[src/rtl/fun_pkg.sv]
// Shared definitions for the root-multiply datapath: mode codes, FSM states
// and the root-bit count helper.
package fun_pkg;

  localparam logic MODE_SQRT = 1'b0;
  localparam logic MODE_CBRT = 1'b1;

  typedef enum logic [1:0] {
    ST_IDLE = 2'd0,
    ST_ROOT = 2'd1,
    ST_MUL  = 2'd2
  } state_e;

  // Number of integer-root bits needed for a WIDTH-bit radicand.
  function automatic int unsigned root_bits(input int unsigned width, input logic mode);
    return (mode == MODE_CBRT) ? (width + 2) / 3 : (width + 1) / 2;
  endfunction

endpackage

[src/rtl/root_trial.sv]
// Combinational trial compare for the digit-by-digit root: fit_c = (t^k <= b).
// The power is formed at 3*WIDTH bits so a cube never truncates.
module root_trial
  import fun_pkg::*;
#(
  parameter int unsigned WIDTH = 8
) (
  input  logic [WIDTH-1:0] t_i,
  input  logic [WIDTH-1:0] b_i,
  input  logic             mode_i,
  output logic             fit_c
);

  localparam int unsigned PW = 3 * WIDTH;

  logic [PW-1:0] t_ext;
  logic [PW-1:0] sq;
  logic [PW-1:0] cube;
  logic [PW-1:0] pw;

  always_comb begin
    t_ext = PW'(t_i);
    sq    = t_ext * t_ext;
    cube  = sq * t_ext;
    pw    = (mode_i == MODE_CBRT) ? cube : sq;
    fit_c = (pw <= PW'(b_i));
  end

endmodule

[src/rtl/fun_root_mul.sv]
// y = a * floor(root_k(b)), k = 2 or 3 per operation: bitwise root search
// (MSB first) followed by a shift-add multiply over the root bits (LSB first).
module fun_root_mul
  import fun_pkg::*;
#(
  parameter int unsigned WIDTH = 8
) (
  input  logic                 clk_i,
  input  logic                 rst_i,
  input  logic                 start_i,
  input  logic                 mode_i,
  input  logic [WIDTH-1:0]     a_i,
  input  logic [WIDTH-1:0]     b_i,
  output logic [2*WIDTH-1:0]   y_bo,
  output logic                 busy_o,
  output logic                 done_o
);

  localparam int unsigned YW     = 2 * WIDTH;
  localparam int unsigned CW     = $clog2(WIDTH + 1);
  localparam int unsigned R_SQRT = root_bits(WIDTH, MODE_SQRT);
  localparam int unsigned R_CBRT = root_bits(WIDTH, MODE_CBRT);

  state_e state_q, state_d;

  logic             mode_q, mode_d;
  logic [WIDTH-1:0] a_q, a_d;
  logic [WIDTH-1:0] b_q, b_d;
  logic [WIDTH-1:0] r_q, r_d;
  logic [YW-1:0]    p_q, p_d;
  logic [CW-1:0]    cnt_q, cnt_d;
  logic [YW-1:0]    y_q, y_d;
  logic             busy_q, busy_d;
  logic             done_q, done_d;

  logic [WIDTH-1:0] trial_c;
  logic [WIDTH-1:0] r_shift_c;
  logic [CW-1:0]    first_idx_c;
  logic [CW-1:0]    last_idx_c;
  logic             fit_c;

  // Root-bit count depends on the mode: the incoming one on accept, the latched one afterwards.
  always_comb begin
    first_idx_c = (mode_i == MODE_CBRT) ? CW'(R_CBRT - 1) : CW'(R_SQRT - 1);
    last_idx_c  = (mode_q == MODE_CBRT) ? CW'(R_CBRT - 1) : CW'(R_SQRT - 1);
    trial_c     = r_q | (WIDTH'(1) << cnt_q);
    r_shift_c   = r_q >> cnt_q;
  end

  root_trial #(
    .WIDTH (WIDTH)
  ) u_root_trial (
    .t_i    (trial_c),
    .b_i    (b_q),
    .mode_i (mode_q),
    .fit_c  (fit_c)
  );

  // State register.
  always_ff @(posedge clk_i) begin
    if (rst_i) begin
      state_q <= ST_IDLE;
    end else begin
      state_q <= state_d;
    end
  end

  // Next-state logic.
  always_comb begin
    state_d = state_q;
    case (state_q)
      ST_IDLE: if (start_i) state_d = ST_ROOT;
      ST_ROOT: if (cnt_q == '0) state_d = ST_MUL;
      ST_MUL:  if (cnt_q == last_idx_c) state_d = ST_IDLE;
      default: state_d = ST_IDLE;
    endcase
  end

  // Datapath and output next values.
  always_comb begin
    mode_d = mode_q;
    a_d    = a_q;
    b_d    = b_q;
    r_d    = r_q;
    p_d    = p_q;
    cnt_d  = cnt_q;
    y_d    = y_q;
    done_d = 1'b0;
    busy_d = (state_d != ST_IDLE);
    case (state_q)
      ST_IDLE: begin
        if (start_i) begin
          mode_d = mode_i;
          a_d    = a_i;
          b_d    = b_i;
          r_d    = '0;
          p_d    = '0;
          cnt_d  = first_idx_c;
        end
      end
      ST_ROOT: begin
        if (fit_c) r_d = trial_c;
        // Counter lands on 0 so the multiply starts at the root LSB.
        if (cnt_q != '0) cnt_d = cnt_q - CW'(1);
      end
      ST_MUL: begin
        if (r_shift_c[0]) p_d = p_q + (YW'(a_q) << cnt_q);
        if (cnt_q == last_idx_c) begin
          y_d    = p_d;
          done_d = 1'b1;
        end else begin
          cnt_d = cnt_q + CW'(1);
        end
      end
      default: ;
    endcase
  end

  // Datapath and output registers.
  always_ff @(posedge clk_i) begin
    if (rst_i) begin
      mode_q <= MODE_SQRT;
      a_q    <= '0;
      b_q    <= '0;
      r_q    <= '0;
      p_q    <= '0;
      cnt_q  <= '0;
      y_q    <= '0;
      busy_q <= 1'b0;
      done_q <= 1'b0;
    end else begin
      mode_q <= mode_d;
      a_q    <= a_d;
      b_q    <= b_d;
      r_q    <= r_d;
      p_q    <= p_d;
      cnt_q  <= cnt_d;
      y_q    <= y_d;
      busy_q <= busy_d;
      done_q <= done_d;
    end
  end

  assign y_bo   = y_q;
  assign busy_o = busy_q;
  assign done_o = done_q;

endmodule
[config.mk]
export PLATFORM = sky130hd
export DESIGN_NAME = fun_root_mul
export DESIGN_NICKNAME = d
export VERILOG_FILES = /design/src/rtl/fun_pkg.sv /design/src/rtl/root_trial.sv /design/src/rtl/fun_root_mul.sv
export SDC_FILE = /design/constraint.sdc
export NUM_CORES = 1
export LEC_CHECK = 0
export BUFFER_PORTS_ARGS = -buffer_cell sky130_fd_sc_hd__buf_2
export CAP_MARGIN = 20
export CORE_MARGIN = 10
export CORE_UTILIZATION = 42
export CTS_BUF_LIST = sky130_fd_sc_hd__clkbuf_8 sky130_fd_sc_hd__clkbuf_16
export CTS_CLUSTER_SIZE = 24
export DETAILED_ROUTE_END_ITERATION = 7
export GPL_TIMING_DRIVEN = 0
export RECOVER_POWER = 50
export SLEW_MARGIN = 15
export SYNTH_ARGS = -nofsm -noshare
export SYNTH_HDL_FRONTEND = slang
export SYNTH_HIERARCHICAL = 1
export SYNTH_SLANG_ARGS = --single-unit
[constraint.sdc]
create_clock -name clk_i -period 10 [get_ports clk_i]
set_input_delay 2 -clock clk_i [delete_from_list [all_inputs] [get_ports clk_i]]
set_output_delay 2 -clock clk_i [all_outputs]
set_load 0.05 [all_outputs]
## After elaboration in Yosys (flattened, before gate mapping)

Cells that the tools add are included.

- Register bits: 65
- Output and inout bits: 18
- Logic and storage cells: 59

- $lt $le $gt $ge: 1
- Mux-type cells: 18
- $add $sub $neg: 3
- Shift operators: 3
- Reductions and logical operators: 13
- Equal/unequal tests: 7
- Multiply operators: 2
- Bitwise logic cells: 2

Operators by type and width:

| cell | number |
|---|---|
| two-way mux 16 bit | 2 |
| case mux 16 bit (2 select lines) | 1 |
| <= comparator 24 x 8 -> 1 bit | 1 |
| multiplier 16 x 8 -> 24 bit | 1 |
| two-way mux 24 bit | 1 |
| adder 16 bit | 1 |
| multiplier 8 x 8 -> 16 bit | 1 |
| two-way mux 8 bit | 2 |
| case mux 8 bit (2 select lines) | 1 |
| << shifter 8 x 4 -> 16 bit | 1 |
| two-way mux 4 bit | 3 |
| case mux 4 bit (3 select lines) | 1 |
| inequality test 2 bit, second input constant | 4 |
| OR 8 bit | 1 |
| << shifter 1 x 4 -> 8 bit, first input constant | 1 |
| right shift 8 x 4 -> 1 bit | 1 |
| two-way mux 2 bit | 3 |
| case mux 2 bit (3 select lines) | 1 |
| AND reduction 2 bit | 3 |
| nonzero test 2 bit | 3 |
| adder 4 x 1 -> 4 bit, second input constant | 1 |
| equality test 4 x 2 -> 1 bit | 1 |
| zero test 4 bit | 1 |
| AND reduction 4 bit | 1 |
| other kinds (10) | 12 |

## Logic depth before layout (Yosys ltp)

Gate-level depths: netlist of the first run.

- Depth in word-level cells: 8
- Mapped depth: 46
- Depth with buffers taken out: 43

## Cells and area by module

Netlist of the first run, hierarchy kept.

By module, submodules not included:

| module | seq. area each (um^2) | cells each | instances | area an instance (um^2) |
|---|---|---|---|---|
| root_trial | 0.0 | 691 | 1 | 5770.5 |
| fun_root_mul | 1301.2 | 503 | 1 | 3962.6 |

## Least setup slack after synthesis of the first run

OpenSTA, ideal clock, no wires.

- Kind: register to register
- Start point: register cnt_q[1]
- End point: register r_q[0]
- Stages on the path, launching flop included: 39
- Arrival: 9840 ps
- Path buffers: 3
- Period minus slack after synthesis: 9905 ps
- Setup slack: 95 ps
- Required time: 9935 ps
- Cells stage by stage: dfxtp_1 -> buf_2 -> clkbuf_1 -> inv_1 -> nor2_1 -> a21o_1 -> clkbuf_1 -> and2_1 -> fa_1 -> fa_1 -> inv_1 -> fa_1 -> fa_1 -> inv_1 -> ha_1 -> nand3_1 -> o22ai_1 -> o31a_2 -> [... 3 more ...] -> and2_1 -> fa_1 -> fa_1 -> fa_1 -> inv_1 -> fa_1 -> inv_1 -> ha_1 -> nand3_1 -> o21ai_0 -> mux2i_1 -> a2111oi_0 -> a41o_1 -> o211a_1 -> nand2_1 -> nor2_1 -> a22oi_1 -> nor2_1

- Cells in the longest elaborated chain, start to end: 8
- Elaborated cells between the ends (all ways): 10
- Classes of those cells: 2 x mul; 1 x order compare; 1 x eq/ne; 1 x shift; 3 x mux; 1 x bitwise; 1 x reduce/logical

RTL lines:

| element | line | text |
|---|---|---|
| from (decl) | fun_root_mul.sv:31 | `logic [CW-1:0] cnt_q, cnt_d;` |
| from (signal assigned) | fun_root_mul.sv:137 | `cnt_q <= cnt_d;` |
| << shifter 1 x 4 -> 8 bit * | fun_root_mul.sv:46 | `trial_c = r_q \| (WIDTH'(1) << cnt_q);` |
| OR 8 bit * | fun_root_mul.sv:46 |  |
| net trial_c[6] | fun_root_mul.sv:36 | `logic [WIDTH-1:0] trial_c;` |
| multiplier 8 x 8 -> 16 bit | root_trial.sv:23 | `sq = t_ext * t_ext;` |
| multiplier 16 x 8 -> 24 bit | root_trial.sv:24 | `cube = sq * t_ext;` |
| two-way mux 24 bit * | root_trial.sv:25 | `pw = (mode_i == MODE_CBRT) ? cube : sq;` |
| <= comparator 24 x 8 -> 1 bit * | root_trial.sv:26 | `fit_c = (pw <= PW'(b_i));` |
| net fit_c | fun_root_mul.sv:40 | `logic fit_c;` |
| inequality test 2 bit (no source line) * | - |  |
| AND reduction 3 bit (no source line) * | - |  |
| to (signal assigned) | fun_root_mul.sv:135 | `r_q <= r_d;` |
| to (decl) | fun_root_mul.sv:29 | `logic [WIDTH-1:0] r_q, r_d;` |

The timed path passes the listed nets; every way through them passes the cells marked *. The select of a mux whose other input is x is not followed.
A chain may end at the register's enable or synchronous reset.

## Final worst setup path of the first run

- Start point: register cnt_q[2]
- End point: register r_q[5]

Same word-level chain as after synthesis.

==> results of run 1 <==
[power groups by stage]
stage / registers, uW / logic [uW] / clock network (uW)
after floorplan: 315 / 777 / 0
after global placement: 310 / 1120 / 0
after detailed placement: 310 / 1130 / 0
after CTS: 310 / 1210 / 318
after global routing: 315 / 1510 / 326
final: 311 / 1370 / 311
[how the worst min path moves through the flow]
stage                                 to  cells after the start            startpoint  slack [ps]
floorplan            b_q[1]$_SDFFE_PP0P_                      2   b_q[1]$_SDFFE_PP0P_         440
global placement    y_bo[2]$_SDFFE_PP0P_                      2  y_bo[2]$_SDFFE_PP0P_         440
detailed placement   b_q[6]$_SDFFE_PP0P_                      2   b_q[6]$_SDFFE_PP0P_         450
CTS                  b_q[6]$_SDFFE_PP0P_                      2   b_q[6]$_SDFFE_PP0P_         460
global route         b_q[7]$_SDFFE_PP0P_                      2   b_q[7]$_SDFFE_PP0P_         480
finish               b_q[0]$_SDFFE_PP0P_                      2   b_q[0]$_SDFFE_PP0P_         460
[cells in the mapped netlist (3+ instances only)]
library cell,instances,area share (%)
a31o_2,3,0.27
mux2i_1,8,0.82
mux4_2,4,0.93
a211o_1,3,0.27
o21ai_1,9,0.46
nand2b_1,5,0.32
o211ai_1,4,0.31
o21a_1,7,0.54
and2_1,94,6.0
a32oi_1,3,0.27
a31oi_1,9,0.58
nor4_1,4,0.26
clkbuf_1,42,1.6
a21o_1,23,1.8
and2_2,7,0.54
nor3_1,17,0.87
buf_2,6,0.31
a211oi_1,13,1.0
nand2_1,132,5.1
or2_2,4,0.26
nand4_1,7,0.45
a311oi_1,6,0.54
xor2_1,10,0.90
nand3_1,22,1.1
and4_1,7,0.63
xnor2_1,23,2.1
nor2b_1,11,0.71
mux2_2,9,1.0
o22ai_1,8,0.51
or3_1,3,0.19
a22oi_1,15,1.2
ha_1,104,13
o2bb2ai_1,4,0.36
nor2_1,78,3.0
a311o_1,3,0.31
fa_1,103,21
o21bai_1,4,0.31
o21ai_0,35,1.8
dfxtp_1,65,13
and3_1,9,0.58
inv_1,151,5.8
a21oi_1,72,3.7
[metrics by stage]
stage | setup WS (ps) | total power (uW) | hold slack [ps] | setup TNS (ps)
after floorplan | 94.9 | 1090 | 436 | 0
after global routing | -17.4 | 2150 | 477 | -17.4
after detailed placement | -1860 | 1440 | 450 | -14770
final | 394 | 1990 | 458 | 0
after CTS | 1.64 | 1840 | 459 | 0
after global placement | -1890 | 1430 | 440 | -15020
[state kept, by name, summed over array words and instances (netlist names)]
name	cells
a_q	8
y_bo	16
state_q	2
r_q	8
done_o	1
b_q	8
cnt_q	4
p_q	16
mode_q	1
busy_o	1
[per-layer routing]
| metal | wire [um] | vias to the layer above | global-route usage [%] |
|---|---|---|---|
| li1 | - | 4180 | - |
| met1 | 12700 | 4186 | 25.0 |
| met2 | 13300 | 201 | 31.6 |
| met3 | 1140 | 36 | 2.94 |
| met4 | 327 | 0 | 2.92 |
| met5 | 0 | - | 0 |
[cell families after synthesis]
family / synth area share (%)
mux: 3.02
flops: 13.4
buf+inv: 8.25
simple gates: 20.9
other cells: 0.0385
xor+xnor: 2.97
compound gates: 16.9
fa+ha+maj: 34.6
[final cells by class]
type                            instances  area share (%)
Buffer                                 52            3.36
Clock buffer                            9            1.96
Clock inverter                          7           0.523
Inverter                              152            5.03
Multi-Input combinational cell        923            70.8
Sequential cell                        65            11.4
Tap cell                              285            3.10
Timing Repair Buffer                   73            3.83
[worst max-delay path: cells and delay by family (launching register included)]
kind | cells | cell delay, ps
adder cells (fa/ha/maj) | 10 | 4680
XOR/XNOR | 2 | 290
flip-flops | 1 | 390
buffers and inverters | 5 | 540
AND/OR/NAND/NOR | 10 | 1630
AO/OA/AOI/OAI | 10 | 2000
[repair_timing]
item	in CTS	in global routing
cloned	0	1
endpoints found under the setup margin	8	8
resized for setup	97	84
pin swaps	8	25
buffers inserted	11	25
==> impl_results.md, run 1 <==
- Final #Nets: between 1500 and 2000
- Synth Instances: roughly 1200
- Final Max Tran Viols: 0
- Commonest non-fill, non-tap cell in the layout: inv_1
- CTS sink count: 65
- Main synth FF type: dfxtp_1
- Required time worst endpoint: about 10000 ps
- Mapped Avg Cell Area: around 8 sq um
- DR pass1 iterations: 7
- Initial core utilization: around 43%
- DRT antenna net count: 0
- Setup Viol. Count Final: 0
- Largest net degree at the start of global routing: 20
- CP Max Fanout: 10
- Outcome: finished, final reports clean
- Worst setup EP type: flip-flop
- Synth Register Bits: 65
- CTS tree: yes
- H-tree Lvls: 3
- PwrDens: 173 nW/um^2
- Fmax achieved: between 100 and 150 MHz
- Number of global-route vias before repair: 8588
- Antenna Cells: 0
- Measured slew at the worst slew-check pin: 753 ps
- Layout area overhead: 18.1%
- Max Buffers Root-to-Sink: 2
- First-pass GRT wire length: 44600 um
- Post-layout util: 50.6%
- HP Class: reg2reg
- Placed insts: about 1500
- IO Port Bufs: 36
- Die Wd: ~170 um
- CTS Hold Bufs: 0
- I/O pin total: 38
- WS Path Type: reg2reg
- CP startpoint kind: flip-flop
- Synth Net Count: 1421
- Die height: 172 um
- Share of cells above drive strength 1: 15.8%
- Asr flop ratio synth: 0%
- Clock share of power: 15.6%
- Sequential element share of the synthesized area: between 10% and 20%
- Crit-path slowest cell: fa_1
- Root buffer cell: clkbuf_16
- GRT Resource Usage Total: a little under a fifth
- RR Endpoint: r_q[5]$_SDFFE_PP0P_
- GP Congestion: approximately 0.87
- Slew margin rel.: ~49%
- Synthesized area: 9730 sq um
- Filler instances: around 2200
- Multi-input logic area: just over 8000 sq um
- Die ar.: 29700 sq um
- DRT iter0 DRCs: 532
- Hold Vio Cnt, Final: 0
- Gr ovfl total: 0
- Detailed-route DRC error count: 0
- Max VDD drop: between 0.0001 and 0.00015 V
- Cell Count, Final, Fillers Out: between 1500 and 2000
- Slowest stage delay, CP: 560 ps
- Routed WL: roughly 27000 um
- Internal reg-to-reg setup slack: 390 ps
- DP Area: ~10000 sq um
- Reg area: about 1300 sq um
- Synth cell types: 76
- Ys Warns: 6
- Seq pwr share: between 10% and 20%
- Crit path capture: r_q[5]$_SDFFE_PP0P_
- Most frequent cells in the layout: 148 x inv_1, 130 x nand2_1, 102 x fa_1, 96 x ha_1, 90 x and2_1
- Tcrit/Tclk final: between 90% and 100%
- Clk Latency, worst-skew pair: 340 ps
- Vias/cell: 5.49
- R2R cell count: 37
- WP data arrival: about 9900 ps
- Hpwl dp: 21300 um
- Area of the core: 22700 sq um
- Num rows: 55
- Critical Path Most Common Cell: fa_1
- Pleak: between 0.005 and 0.006 uW
- Fin crit period: just under 10000 ps
- Sw Pwr: 980 uW
- FF-to-FF Start: cnt_q[2]$_SDFFE_PP0P_
- Initial antenna violation count: 0
- Post-route cell area: 11500 sq um
- Post-synth EDFFs: 0
- Gate power share: approximately 69%
- Wirelength per Cell: 17.6 um
- Pint: just over 1000 uW
- CTS Buf Count: 9
- Switching Fraction: about half
- CP Launch Point: cnt_q[2]$_SDFFE_PP0P_
- Vias: between 8000 and 9000
- Clock slew at reported path FFs: about 70 ps
- Max-Cap Viols: 0
- Clk_skew: a little over 10 ps
Power figures use the tool's default switching activity.
==> run 2, diff against run 1 <==
==> constraint.sdc (replaced) <==
create_clock -name clk_i -period 8.6 [get_ports clk_i]
set_input_delay 1.72 -clock clk_i [delete_from_list [all_inputs] [get_ports clk_i]]
set_output_delay 1.72 -clock clk_i [all_outputs]
set_load 0.05 [all_outputs]
==> impl_results.md, run 2 (synthesized netlist as in run 1, its figures left out) <==
- Outcome: complete, but fails checks
- Failing checks: setup timing
- Sw Pwr: between 1000 and 1500 uW
- H-tree Lvls: 3
- DR pass1 iterations: 5
- Clk_skew: slightly above 7 ps
- HP Class: reg2reg
- Detailed-route DRC error count: 0
- Num rows: 55
- Hold path depth: 2
- Top layer reached by signal wires: met4
- Gr ovfl total: 0
- Area of the core: approximately 23000 sq um
- Hold Vio Cnt, Final: 0
- Max-Cap Viols: 0
- Setup Viol. Count Final: 8
- Fin crit period: 9330 ps
- Pint: 1330 uW
- Crit-path slowest cell: fa_1
- Commonest non-fill, non-tap cell in the layout: inv_1
- Hpwl dp: 20800 um
- Final #Nets: 1543
- Routed wl met2: ~13000 um
- Layout area overhead: 26.3%
- Initial antenna violation count: 0
- Switching Fraction: between 40% and 50%
- Most frequent cells in the layout: 139 x inv_1, 129 x nand2_1, 102 x fa_1, 87 x and2_1, 87 x ha_1
- Antenna Cells: 0
- DP Area: 10700 sq um
- WP data arrival: approximately 9500 ps
- Seq pwr share: 14.6%
- GP Congestion: 0.880
- CTS tree: yes
- Hold slack: between 400 and 500 ps
- Clk Latency, worst-skew pair: between 300 and 400 ps
- Final Max Tran Viols: 0
- Slowest stage delay, CP: ~570 ps
- Post-route cell area: 12300 sq um
- WHS Endpoint: b_q[7]$_SDFFE_PP0P_
- I/O pin total: 38
- Vias/cell: approximately 5.5
- WS Path Type: reg2reg
- Measured slew at the worst slew-check pin: ~1000 ps
- Critical Path Most Common Cell: fa_1
- Max VDD drop: roughly 0.00014 V
- Clock share of power: roughly 14%
- Clock slew at reported path FFs: approximately 60 ps
- Worst setup EP type: flip-flop
- PwrDens: slightly above 200 nW/um^2
- Post-Place Worst Slack: -1800 ps
- Initial core utilization: between 40% and 50%
- Internal reg-to-reg setup slack: -730 ps
- R2R cell count: 42
- CP startpoint kind: flip-flop
- Fmax achieved: ~110 MHz
- Wirelength per Cell: ~17 um
- Gate power share: a little under three quarters
- Routed length on met3: 1430 um
- Die ar.: 29700 sq um
- Tcrit/Tclk final: 109%
- Die Wd: ~170 um
- Total power: between 2000 and 2500 uW
- Largest net degree at the start of global routing: 12
- RR Endpoint: r_q[7]$_SDFFE_PP0P_
- Setup ws final: -733 ps
- Routed WL: around 27000 um
- GRT Resource Usage Total: 19.3%
- DRT iter0 DRCs: 558
- Share of cells above drive strength 1: approximately 22%
- CTS sink count: 65
- IO Port Bufs: 36
- CTS Hold Bufs: 0
- FF-to-FF Start: cnt_q[0]$_SDFFE_PP0P_
- Required time worst endpoint: roughly 8800 ps
- Number of global-route vias before repair: between 9000 and 10000
- Pleak: roughly 0.0056 uW
- First-pass GRT wire length: approximately 46000 um
- CP Max Fanout: 7
- CP Launch Point: cnt_q[0]$_SDFFE_PP0P_
- Beginning of the worst hold path: b_q[7]$_SDFFE_PP0P_
- CTS Buf Count: 9
- WL met1: roughly 13000 um
- Root buffer cell: clkbuf_16
- Slew margin rel.: a little under a third
- Die height: between 150 and 200 um
- Vias: between 8000 and 9000
- Max Buffers Root-to-Sink: 2
- DRT antenna net count: 0
- Setup repair after global routing missed its margin: yes
run 2: final cells by class:
cell class	count	area [sq um]
Fill cell	2083	10400
Multi-Input combinational cell	923	8490
Sequential cell	65	1310
Timing Repair Buffer	116	802
Inverter	152	592
Buffer	49	462
Tap cell	285	357
Clock buffer	11	253
Clock inverter	5	30.0
run 2: power by group through the flow:
stage,sequential (uW),combinational (uW),clock [uW]
2_1_floorplan,370,985,0
3_3_place_gp,366,1340,0
3_5_place_dp,367,1350,0
4_1_cts,360,1660,357
5_1_grt,365,1940,368
6_report,361,1770,350
run 2: how the worst max path moves through the flow:
| stage | slack [ps] | endpoint |
|---|---|---|
| floorplan | -360 | r_q[0]$_SDFFE_PP0P_ |
| global placement | -1740 | r_q[0]$_SDFFE_PP0P_ |
| detailed placement | -1800 | r_q[5]$_SDFFE_PP0P_ |
| CTS | -660 | r_q[2]$_SDFFE_PP0P_ |
| global route | -1060 | r_q[1]$_SDFFE_PP0P_ |
| finish | -730 | r_q[7]$_SDFFE_PP0P_ |
run 2: metrics by stage:
step | utilization (%) | cells | setup TNS [ps]
after floorplan | - | 1194 | -2740
after global placement | 47.1 | 1515 | -13740
after detailed placement | 47.1 | 1515 | -14370
after CTS | 53.0 | 1588 | -5190
after global routing | 54.1 | 1606 | -8300
final | 54.1 | 1606 | -5640
run 2: per-layer routing:
layer,up-vias,GRT usage [%]
li1,4284,-
met1,4319,26.6
met2,209,31.4
met3,33,2.51
met4,0,4.31
met5,-,0
run 2: timing repair:
action	4_1_cts	5_1_grt
resized for setup	114	33
setup endpoints to repair	8	8
buffers inserted	59	21
pin swaps	74	57
run 2: worst max-delay path: cells and delay by family (launching register included):
family,cells,cell delay [ps]
adder cells (fa/ha/maj),10,4420
AO/OA/AOI/OAI,12,2430
buffers and inverters,11,1030
AND/OR/NAND/NOR,8,770
flip-flops,1,320
XOR/XNOR,1,180
